`config.mk`:
```
export PLATFORM = sky130hd
export DESIGN_NAME = wb_spi_ctrl
export DESIGN_NICKNAME = d
export VERILOG_FILES = /design/src/rtl/wb_spi_ctrl.sv
export SDC_FILE = /design/constraint.sdc
export NUM_CORES = 1
export LEC_CHECK = 0
export BUFFER_PORTS_ARGS = -buffer_cell sky130_fd_sc_hd__buf_2
export CAP_MARGIN = 40
export CORE_MARGIN = 5
export CORE_UTILIZATION = 50
export CTS_CLUSTER_SIZE = 8
export DETAILED_ROUTE_END_ITERATION = 7
export PLACE_DENSITY = 0.73
export SLEW_MARGIN = 20
export SYNTH_ARGS = -nofsm -noshare
export SYNTH_HDL_FRONTEND = slang
export SYNTH_SLANG_ARGS = --single-unit
export TNS_END_PERCENT = 1
```
`constraint.sdc`:
```
create_clock -name clk_i -period 5.6 [get_ports clk_i]
set_input_delay 0.28 -clock clk_i [delete_from_list [all_inputs] [get_ports clk_i]]
set_output_delay 0.28 -clock clk_i [all_outputs]
set_load 0.03 [all_outputs]
```
`src/rtl/wb_spi_ctrl.sv`:
```
// Wishbone-attached SPI master: a small register file with a one-shot bus handshake,
// and one transfer FSM that drives SCLK/MOSI/CS with programmable CPOL, CPHA, length and divider.
module wb_spi_ctrl #(
  parameter int NUM_CS = 3,
  parameter int WORD_W = 32,
  parameter int DIV_W  = 8
) (
  input  logic              clk_i,
  input  logic              reset_i,
  input  logic              cyc_i,
  input  logic              stb_i,
  input  logic              we_i,
  input  logic [2:0]        adr_i,
  input  logic [3:0]        sel_i,
  input  logic [31:0]       dat_i,
  output logic [31:0]       dat_o,
  output logic              ack_o,
  output logic              err_o,
  output logic              int_o,
  output logic              spi_sclk_o,
  output logic              spi_mosi_o,
  input  logic              spi_miso_i,
  output logic [NUM_CS-1:0] spi_cs_o
);

  typedef enum logic [2:0] {IDLE, SETUP, SHIFT, HOLD, DONE} state_t;

  state_t             state;
  logic [2:0]         cs_idx_q;
  logic               cpol_q, cpha_q, ie_q;
  logic [4:0]         len_q;
  logic [DIV_W-1:0]   div_q, cnt;
  logic [31:0]        txdata_q, rxdata_q, rd_data;
  logic               busy_q, done_q, req_seen;
  logic [5:0]         n_q, n_new;
  logic [6:0]         hp, last_hp;
  logic [WORD_W-1:0]  tx_sr, rx_sr, preload;
  logic [NUM_CS-1:0]  cs_new;
  logic               req, accept, reject, wr_ok, ctrl_wr, start, w1c;
  logic               is_ctrl, is_div, is_tx, is_rx, is_stat;
  logic               unused_sel;

  assign unused_sel = ^sel_i;

  assign req     = cyc_i & stb_i;
  assign accept  = req & ~req_seen;
  assign is_ctrl = (adr_i == 3'd0);
  assign is_div  = (adr_i == 3'd1);
  assign is_tx   = (adr_i == 3'd2);
  assign is_rx   = (adr_i == 3'd3);
  assign is_stat = (adr_i == 3'd4);

  // A rejected access must leave every register untouched, so all writes gate on wr_ok.
  assign reject  = (adr_i > 3'd4)
                 | (we_i & is_rx)
                 | (we_i & busy_q & (is_ctrl | is_div | is_tx))
                 | (we_i & is_ctrl & dat_i[31] & (int'(dat_i[2:0]) >= NUM_CS));
  assign wr_ok   = accept & we_i & ~reject;
  assign ctrl_wr = wr_ok & is_ctrl;
  assign start   = ctrl_wr & dat_i[31];
  assign w1c     = wr_ok & is_stat & dat_i[1];

  // Transfer geometry is derived from the CTRL write that launches the frame.
  assign n_new   = (dat_i[9:5] == 5'd0 || int'(dat_i[9:5]) > WORD_W) ? 6'(WORD_W) : {1'b0, dat_i[9:5]};
  assign preload = txdata_q[WORD_W-1:0] << (6'(WORD_W) - n_new);
  assign cs_new  = ~(NUM_CS'(1) << dat_i[2:0]);
  assign last_hp = {n_q, 1'b0} - 7'd1;

  // NOTE: every variable assigned in always_comb gets a default first, so no latch is inferred.
  always_comb begin
    rd_data = '0;
    case (adr_i)
      3'd0:    rd_data = {21'b0, ie_q, len_q, cpha_q, cpol_q, cs_idx_q};
      3'd1:    rd_data = 32'(div_q);
      3'd2:    rd_data = txdata_q;
      3'd3:    rd_data = rxdata_q;
      3'd4:    rd_data = {30'b0, done_q, busy_q};
      default: rd_data = '0;
    endcase
  end

  // NOTE: sequential state uses non-blocking assignments only, so every read sees pre-edge values.
  always_ff @(posedge clk_i or posedge reset_i) begin
    if (reset_i) begin
      ack_o    <= 1'b0;
      err_o    <= 1'b0;
      dat_o    <= '0;
      req_seen <= 1'b0;
      cs_idx_q <= '0;
      cpol_q   <= 1'b0;
      cpha_q   <= 1'b0;
      len_q    <= '0;
      ie_q     <= 1'b0;
      div_q    <= '0;
      txdata_q <= '0;
    end else begin
      ack_o    <= 1'b0;
      err_o    <= 1'b0;
      dat_o    <= '0;
      req_seen <= req;
      if (accept) begin
        err_o <= reject;
        ack_o <= ~reject;
        if (!we_i && !reject) dat_o <= rd_data;
      end
      if (ctrl_wr) begin
        cs_idx_q <= dat_i[2:0];
        cpol_q   <= dat_i[3];
        cpha_q   <= dat_i[4];
        len_q    <= dat_i[9:5];
        ie_q     <= dat_i[10];
      end
      if (wr_ok && is_div) div_q    <= dat_i[DIV_W-1:0];
      if (wr_ok && is_tx)  txdata_q <= dat_i;
    end
  end

  // Shift edges: half-period hp+1 is leading when hp is odd; MOSI moves on the edge
  // CPHA selects and MISO is sampled on the other one.
  always_ff @(posedge clk_i or posedge reset_i) begin
    if (reset_i) begin
      state      <= IDLE;
      cnt        <= '0;
      hp         <= '0;
      n_q        <= '0;
      tx_sr      <= '0;
      rx_sr      <= '0;
      rxdata_q   <= '0;
      busy_q     <= 1'b0;
      done_q     <= 1'b0;
      int_o      <= 1'b0;
      spi_sclk_o <= 1'b0;
      spi_mosi_o <= 1'b0;
      spi_cs_o   <= '1;
    end else begin
      int_o <= done_q & ie_q;
      if (w1c) done_q <= 1'b0;
      case (state)
        SETUP: begin
          if (cnt == div_q) begin
            cnt        <= '0;
            hp         <= '0;
            state      <= SHIFT;
            spi_sclk_o <= ~spi_sclk_o;
            if (cpha_q) begin
              spi_mosi_o <= tx_sr[WORD_W-1];
              tx_sr      <= tx_sr << 1;
            end else begin
              rx_sr <= {rx_sr[WORD_W-2:0], spi_miso_i};
            end
          end else begin
            cnt <= cnt + 1'b1;
          end
        end
        SHIFT: begin
          if (cnt == div_q) begin
            cnt <= '0;
            if (hp == last_hp) begin
              state      <= HOLD;
              spi_mosi_o <= 1'b0;
            end else begin
              hp         <= hp + 7'd1;
              spi_sclk_o <= ~spi_sclk_o;
              if (hp[0] == cpha_q) begin
                spi_mosi_o <= tx_sr[WORD_W-1];
                tx_sr      <= tx_sr << 1;
              end else begin
                rx_sr <= {rx_sr[WORD_W-2:0], spi_miso_i};
              end
            end
          end else begin
            cnt <= cnt + 1'b1;
          end
        end
        HOLD: begin
          if (cnt == div_q) begin
            cnt      <= '0;
            state    <= DONE;
            spi_cs_o <= '1;
            busy_q   <= 1'b0;
            done_q   <= 1'b0 | 1'b1;
            rxdata_q <= 32'(rx_sr);
          end else begin
            cnt <= cnt + 1'b1;
          end
        end
        DONE: begin
          // Holding DONE set here lets it win over a clear landing in this cycle.
          done_q <= 1'b1;
          state  <= IDLE;
        end
        default: state <= IDLE;
      endcase
      if (ctrl_wr) spi_sclk_o <= dat_i[3];
      if (start) begin
        state      <= SETUP;
        cnt        <= '0;
        busy_q     <= 1'b1;
        n_q        <= n_new;
        rx_sr      <= '0;
        spi_cs_o   <= cs_new;
        spi_mosi_o <= dat_i[4] ? 1'b0 : preload[WORD_W-1];
        tx_sr      <= dat_i[4] ? preload : (preload << 1);
      end
    end
  end

endmodule

```
==> qor.yml, run 1 <==
run_status:
  status: "completed"
power:
  intPower_w: 0.00298
  leakage_nw: 5.91
  swShare_pct: 28.0
  seqPwrFrac_pct: 45.8
  pwr-share-comb_pct: 15.3
  switchingPower_w: 0.00116
  pwr-share-clk_pct: 38.9
  max-vdd-ir-drop_mv: 0.225
  p_per_area_nw_per_um2: 312
clock_tree:
  clkSlewWorstSetupHoldPaths_ns: 0.05
  ctsHoldBuffers: 24
  cts_max_level: 1
  numCtsBuffers: 30
  cts_tree: "done"
  ctsResizeCount: 0
  cts.sinks: 214
  clk_path_buf_depth: 3
  root_buffer: "clkbuf_16"
  clk_latency_ns: 0.54
  post_cts_buffers: 0
logic_synthesis:
  synth_cell_types: 82
  ys_warn_count: 0
  synth_nets: 1141
  syn_avg_cell_area_um2: 10.6
  synth_edf_count: 0
  synthFlopType: "dfrtp_1"
  synthCells: 1092
  syn_area_um2: 11600
  synthArstFlopShare_pct: 100
  yosysSeqAreaShare_pct: 46.4
  ys_seq_elements: 214
timing:
  slew_violations: 0
  fmax_mhz: 316
  maxSlewHeadroom_pct: 38.2
  tightest_slew_ns: 0.923
  tns_ns: 0
  hold_violations: 0
  final.period_utilization_pct: 56.6
  final-setup-viol-count: 0
  final.min_clock_period_ns: 3.17
  clock_skew_ns: 0.0187
  holdWs_ns: 0.0238
  fin_ws_ns: 2.43
  rsz0062_at_grt: "no"
floorplan:
  die_h_um: 162
  die_area_um2: 26300
  start_util_pct: 50.9
  die_x_um: 162
  ios: 85
  rows: 55
  core-area_um2: 22700
placement:
  place_worst_setup_slack_ns: 1.38
  port_buffers: 80
  hpwl_um: 19900
  place_area_um2: 12100
  post-place-cells: 1397
  gp_congestion: 0.930
hold_path:
  hp-class: "in -> reg"
global_route:
  grt-ovfl-total: 0
  grt_pass1_wl_um: 47500
  grt_pass1_vias: 8809
  grt_max_degree: 118
  antenna_found_initial: 1
  track_usage_pct: 21.9
cells_and_area:
  layout_common_cells: "211 x dfrtp_1, 141 x nand2_1, 89 x nor2_1, 87 x mux2_2, 81 x buf_2"
  diodes: 0
  final_layout_size_suffix_gt1_share_pct: 23.9
  area_growth_syn_to_layout_pct: 14.7
  nNetsFinal: 1221
  finalNonFillerCells: 1471
  final_common_cell: "dfrtp_1"
  stdcell_area_um2: 13300
detailed_routing:
  vias: 9044
  wl_per_cell_um: 19.9
  ant_nets: 0
  routed_via_density: 6.15
  wl_um: 29200
  drcViolationCount: 0
  dr.pass1.iters: 6
  initialDrtViolationCount: 758
critical_path:
  critPathArrivalTime_ns: 3.61
  start_kind: "flop"
  cp-end-kind: "flop"
  crit_type: "reg -> reg"
  cp_max_fo: 20
  required_ns: 6.04
job:
  maxCapViolations: 0
-- power groups by stage --
stage | registers [W] | logic (W) | clock network, W
after floorplan | 0.00187 | 0.000475 | 0
after global placement | 0.00191 | 0.000580 | 0
after detailed placement | 0.00192 | 0.000613 | 0
after CTS | 0.00190 | 0.000628 | 0.00164
after global routing | 0.00192 | 0.000705 | 0.00171
final | 0.00190 | 0.000633 | 0.00161
-- cell type report --
cell class                 count  area (um2)
fill                        1881        9450
inverter                      13        52.6
sequential                   214        5360
clock inverter                 1        16.3
timing repair buffer         126         916
multi-input combinational    787        5750
tap                          285         357
clock buffer                  45         807
-- registers in the layout (all words and copies together) (netlist names), 3 cells and up --
register,cells
rxdata_q,32
txdata_q,32
div_q,8
dat_o,32
spi_cs_o,3
cnt,8
tx_sr,32
n_q,6
rx_sr,32
cs_idx_q,3
state,3
hp,7
len_q,5
-- synthesized netlist by cell type, types with 6 or more instances --
| master | instances | share of area, % |
|---|---|---|
| xnor2_1 | 11 | 0.83 |
| a31oi_1 | 9 | 0.49 |
| nand2_1 | 141 | 4.6 |
| buf_4 | 12 | 0.78 |
| o32ai_1 | 6 | 0.45 |
| or2_2 | 7 | 0.38 |
| mux2i_1 | 73 | 6.3 |
| a21oi_1 | 75 | 3.2 |
| a22oi_1 | 23 | 1.5 |
| clkbuf_1 | 29 | 0.94 |
| mux2_2 | 87 | 8.5 |
| nor2_1 | 91 | 3.0 |
| o22ai_1 | 15 | 0.81 |
| buf_2 | 22 | 0.95 |
| xor2_1 | 14 | 1.1 |
| nand2b_1 | 6 | 0.32 |
| buf_1 | 7 | 0.23 |
| a211oi_1 | 6 | 0.39 |
| dfrtp_1 | 211 | 46 |
| inv_1 | 12 | 0.39 |
| and2_1 | 13 | 0.70 |
| o21ai_0 | 41 | 1.8 |
| nor3_1 | 10 | 0.43 |
| nand3_1 | 19 | 0.82 |
| and3_1 | 9 | 0.49 |
| mux4_2 | 26 | 5.1 |
-- stage by stage --
step | util, % | power (W)
floorplan | - | 0.00234
global placement | 52.9 | 0.00249
detailed placement | 53.4 | 0.00253
CTS | 58.1 | 0.00416
global route | 58.4 | 0.00433
finish | 58.4 | 0.00414
-- logic make-up (layout without fill, tap and decap cells) --
family	Yosys count	in the layout	synth area share [%]
simple gates	340	340	13.8
compound gates	228	228	12.8
flops	214	214	46.4
mux	187	187	20.0
buf+inv	91	185	4.16
xor+xnor	28	28	2.41
fa+ha+maj	4	4	0.433
-- worst max-delay path, stage by stage, from the launching register on --
cell and delay [ns]:
dfrtp_1 0.44, xor2_1 0.20, nor4_2 0.43, nand2_1 0.29, a211oi_1 0.67, and2_1 0.60, buf_16 0.22, nand2_1 0.06
a21oi_1 0.16
-- worst paths after layout --
kind                            startpoint            to  slack [ns]  cells past startpoint
max in group asynchronous          reset_i     dat_o[29]        4.54                      4
worst min-delay path             dat_i[10]  txdata_q[10]        0.02                      2
min in group asynchronous          reset_i   rxdata_q[2]        0.20                      3
worst min register to register    tx_sr[8]      tx_sr[8]        0.48                      2
worst max-delay path                cnt[4]     rx_sr[26]        2.43                      8
worst max register to register      cnt[4]     rx_sr[26]        2.43                      8
-- layer usage --
layer	GRT usage [%]	up-vias	share of wire, %
met4	5.61	2	2.3
met2	34.3	316	47
met1	32.0	4554	44
met3	3.53	49	6.3
li1	-	4123	-
met5	0	-	0.038
Note: power is estimated with default switching activity, not from simulation.
==> run 2, diff against run 1 <==
- clock period: 5.6 -> 2.65 ns (I/O delays scaled with it)
==> run 2 against run 1 <==
Effect of this change: combinational power up 140%; flip-flop and latch count unchanged; sequential power is 110% higher; clock skew fell by 0.0099 ns; worst setup slack worse by 2.3 ns; non-clock buffer count rose by 62; cell area up 3.9%; cell count is 4.0% higher; global-route usage is 1.4 points higher; wire length increased by 4.2%; critical path type unchanged; largest power group unchanged.
==> qor.yml, run 2 (synthesis results as in run 1) <==
cells_and_area:
  diodes: 0
  multi_input_area_um2: 5770
  layout_common_cells: "211 x dfrtp_1, 141 x nand2_1, 88 x nor2_1, 87 x mux2_2, 80 x buf_2"
  regArea_um2: 5360
  fill_cells: 1828
  final_layout_size_suffix_gt1_share_pct: 27.0
  final_common_cell: "dfrtp_1"
  nNetsFinal: 1283
  final_util_pct: 60.7
  area_growth_syn_to_layout_pct: 19.2
critical_path:
  reg2regPathDepth: 11
  critPathArrivalTime_ns: 2.93
  cp_max_fo: 32
  required_ns: 3.06
  cp-end-kind: "flop"
  start_kind: "flop"
  crit_type: "reg -> reg"
floorplan:
  start_util_pct: 50.9
  rows: 55
  die_area_um2: 26300
  core-area_um2: 22700
  die_h_um: 162
  ios: 85
  die_x_um: 162
placement:
  gp_congestion: 0.977
  port_buffers: 80
  hpwl_um: 21100
  place_worst_setup_slack_ns: -0.00123
clock_tree:
  clk_path_buf_depth: 3
  post_cts_buffers: 0
  cts.sinks: 214
  cts_max_level: 1
  clk_latency_ns: 0.54
  numCtsBuffers: 30
  clkSlewWorstSetupHoldPaths_ns: 0.05
  cts_tree: "done"
  root_buffer: "clkbuf_16"
timing:
  rsz0062_at_grt: "yes"
  hold_violations: 0
  clock_skew_ns: 0.00879
  tightest_slew_ns: 0.873
  final.period_utilization_pct: 94.8
  maxSlewHeadroom_pct: 41.6
  fin_ws_ns: 0.138
  final-setup-viol-count: 0
  slew_violations: 0
  fmax_mhz: 398
  final.min_clock_period_ns: 2.51
run_status:
  status: "completed"
power:
  leakage_nw: 6.21
  report.power.total_w: 0.00893
  pwr-share-comb_pct: 16.7
  max-vdd-ir-drop_mv: 0.479
  intPower_w: 0.00643
  swShare_pct: 28.0
  switchingPower_w: 0.00250
  pwr-share-clk_pct: 38.5
  seqPwrFrac_pct: 44.9
  p_per_area_nw_per_um2: 648
detailed_routing:
  routed_via_density: 5.99
  vias: 9167
  wl_per_cell_um: 19.9
  dr.pass1.iters: 6
  ant_nets: 0
  drcViolationCount: 0
  wl_um: 30400
  initialDrtViolationCount: 709
global_route:
  track_usage_pct: 23.3
  grt_pass1_vias: 9184
  antenna_found_initial: 0
  grt_pass1_wl_um: 50000
  grt-ovfl-total: 0
  grt_max_degree: 54
hold_path:
  hold_depth: 4
  hp-class: "in -> reg"
job:
  maxCapViolations: 0
[run 2: layout make-up]
class / count / area share, %
tap: 285 / 2.59
multi-input combinational: 787 / 41.9
inverter: 13 / 0.381
timing repair buffer: 188 / 10.3
clock buffer: 43 / 5.96
sequential: 214 / 38.9
[run 2: power by group through the flow]
stage,clock (W),combinational [W],sequential (W)
after floorplan,0,0.00100,0.00395
after global placement,0,0.00137,0.00403
after detailed placement,0,0.00141,0.00405
after CTS,0.00349,0.00147,0.00400
after global routing,0.00364,0.00165,0.00406
final,0.00343,0.00149,0.00401
[run 2: final timing paths]
path,from,endpoint,slack (ns)
min in group asynchronous,reset_i,rx_sr[11],0.10
worst min register to register,rxdata_q[11],rxdata_q[11],0.50
worst max register to register,n_q[0],rx_sr[31],0.14
worst min-delay path,dat_i[6],n_q[1],0.03
worst max-delay path,n_q[0],rx_sr[31],0.14
max in group asynchronous,reset_i,spi_cs_o[0],1.72
[run 2: critical path: stages (launching register included)]
cell     delay (ns)
dfrtp_1        0.41
inv_1          0.08
ha_1           0.23
nor2b_1        0.13
or3_1          0.35
a31oi_2        0.24
buf_4          0.17
nand4_1        0.15
and2_1         0.25
buf_12         0.17
nand2_1        0.12
a21oi_1        0.07
[run 2: stage by stage]
stage	instances	TNS (ns)	hold WS [ns]	cell area, um2
final	1530	0	0.0318	13800
after floorplan	1092	-56.86	0.211	11600
after global routing	1530	-0.0133	0.0353	13800
after detailed placement	1450	-0.00123	0.115	12600
after CTS	1530	0	0.0159	13800
after global placement	1450	0	0.116	12600
[run 2: metal layers]
metal  global-route usage (%)  vias up  share of wire [%]
met1                     33.4     4602                 45
li1                         -     4229                  -
met3                     3.20       55                5.6
met4                     4.88        0                1.7
met5                        0        -                  0
met2                     38.1      281                 48
[run 2: timing repair]
item / 4_1_cts / 5_1_grt
hold endpoints to repair: 195 / 0
gates resized for setup: 0 / 6
hold buffers: 37 / 0
endpoints found under the setup margin: 0 / 47
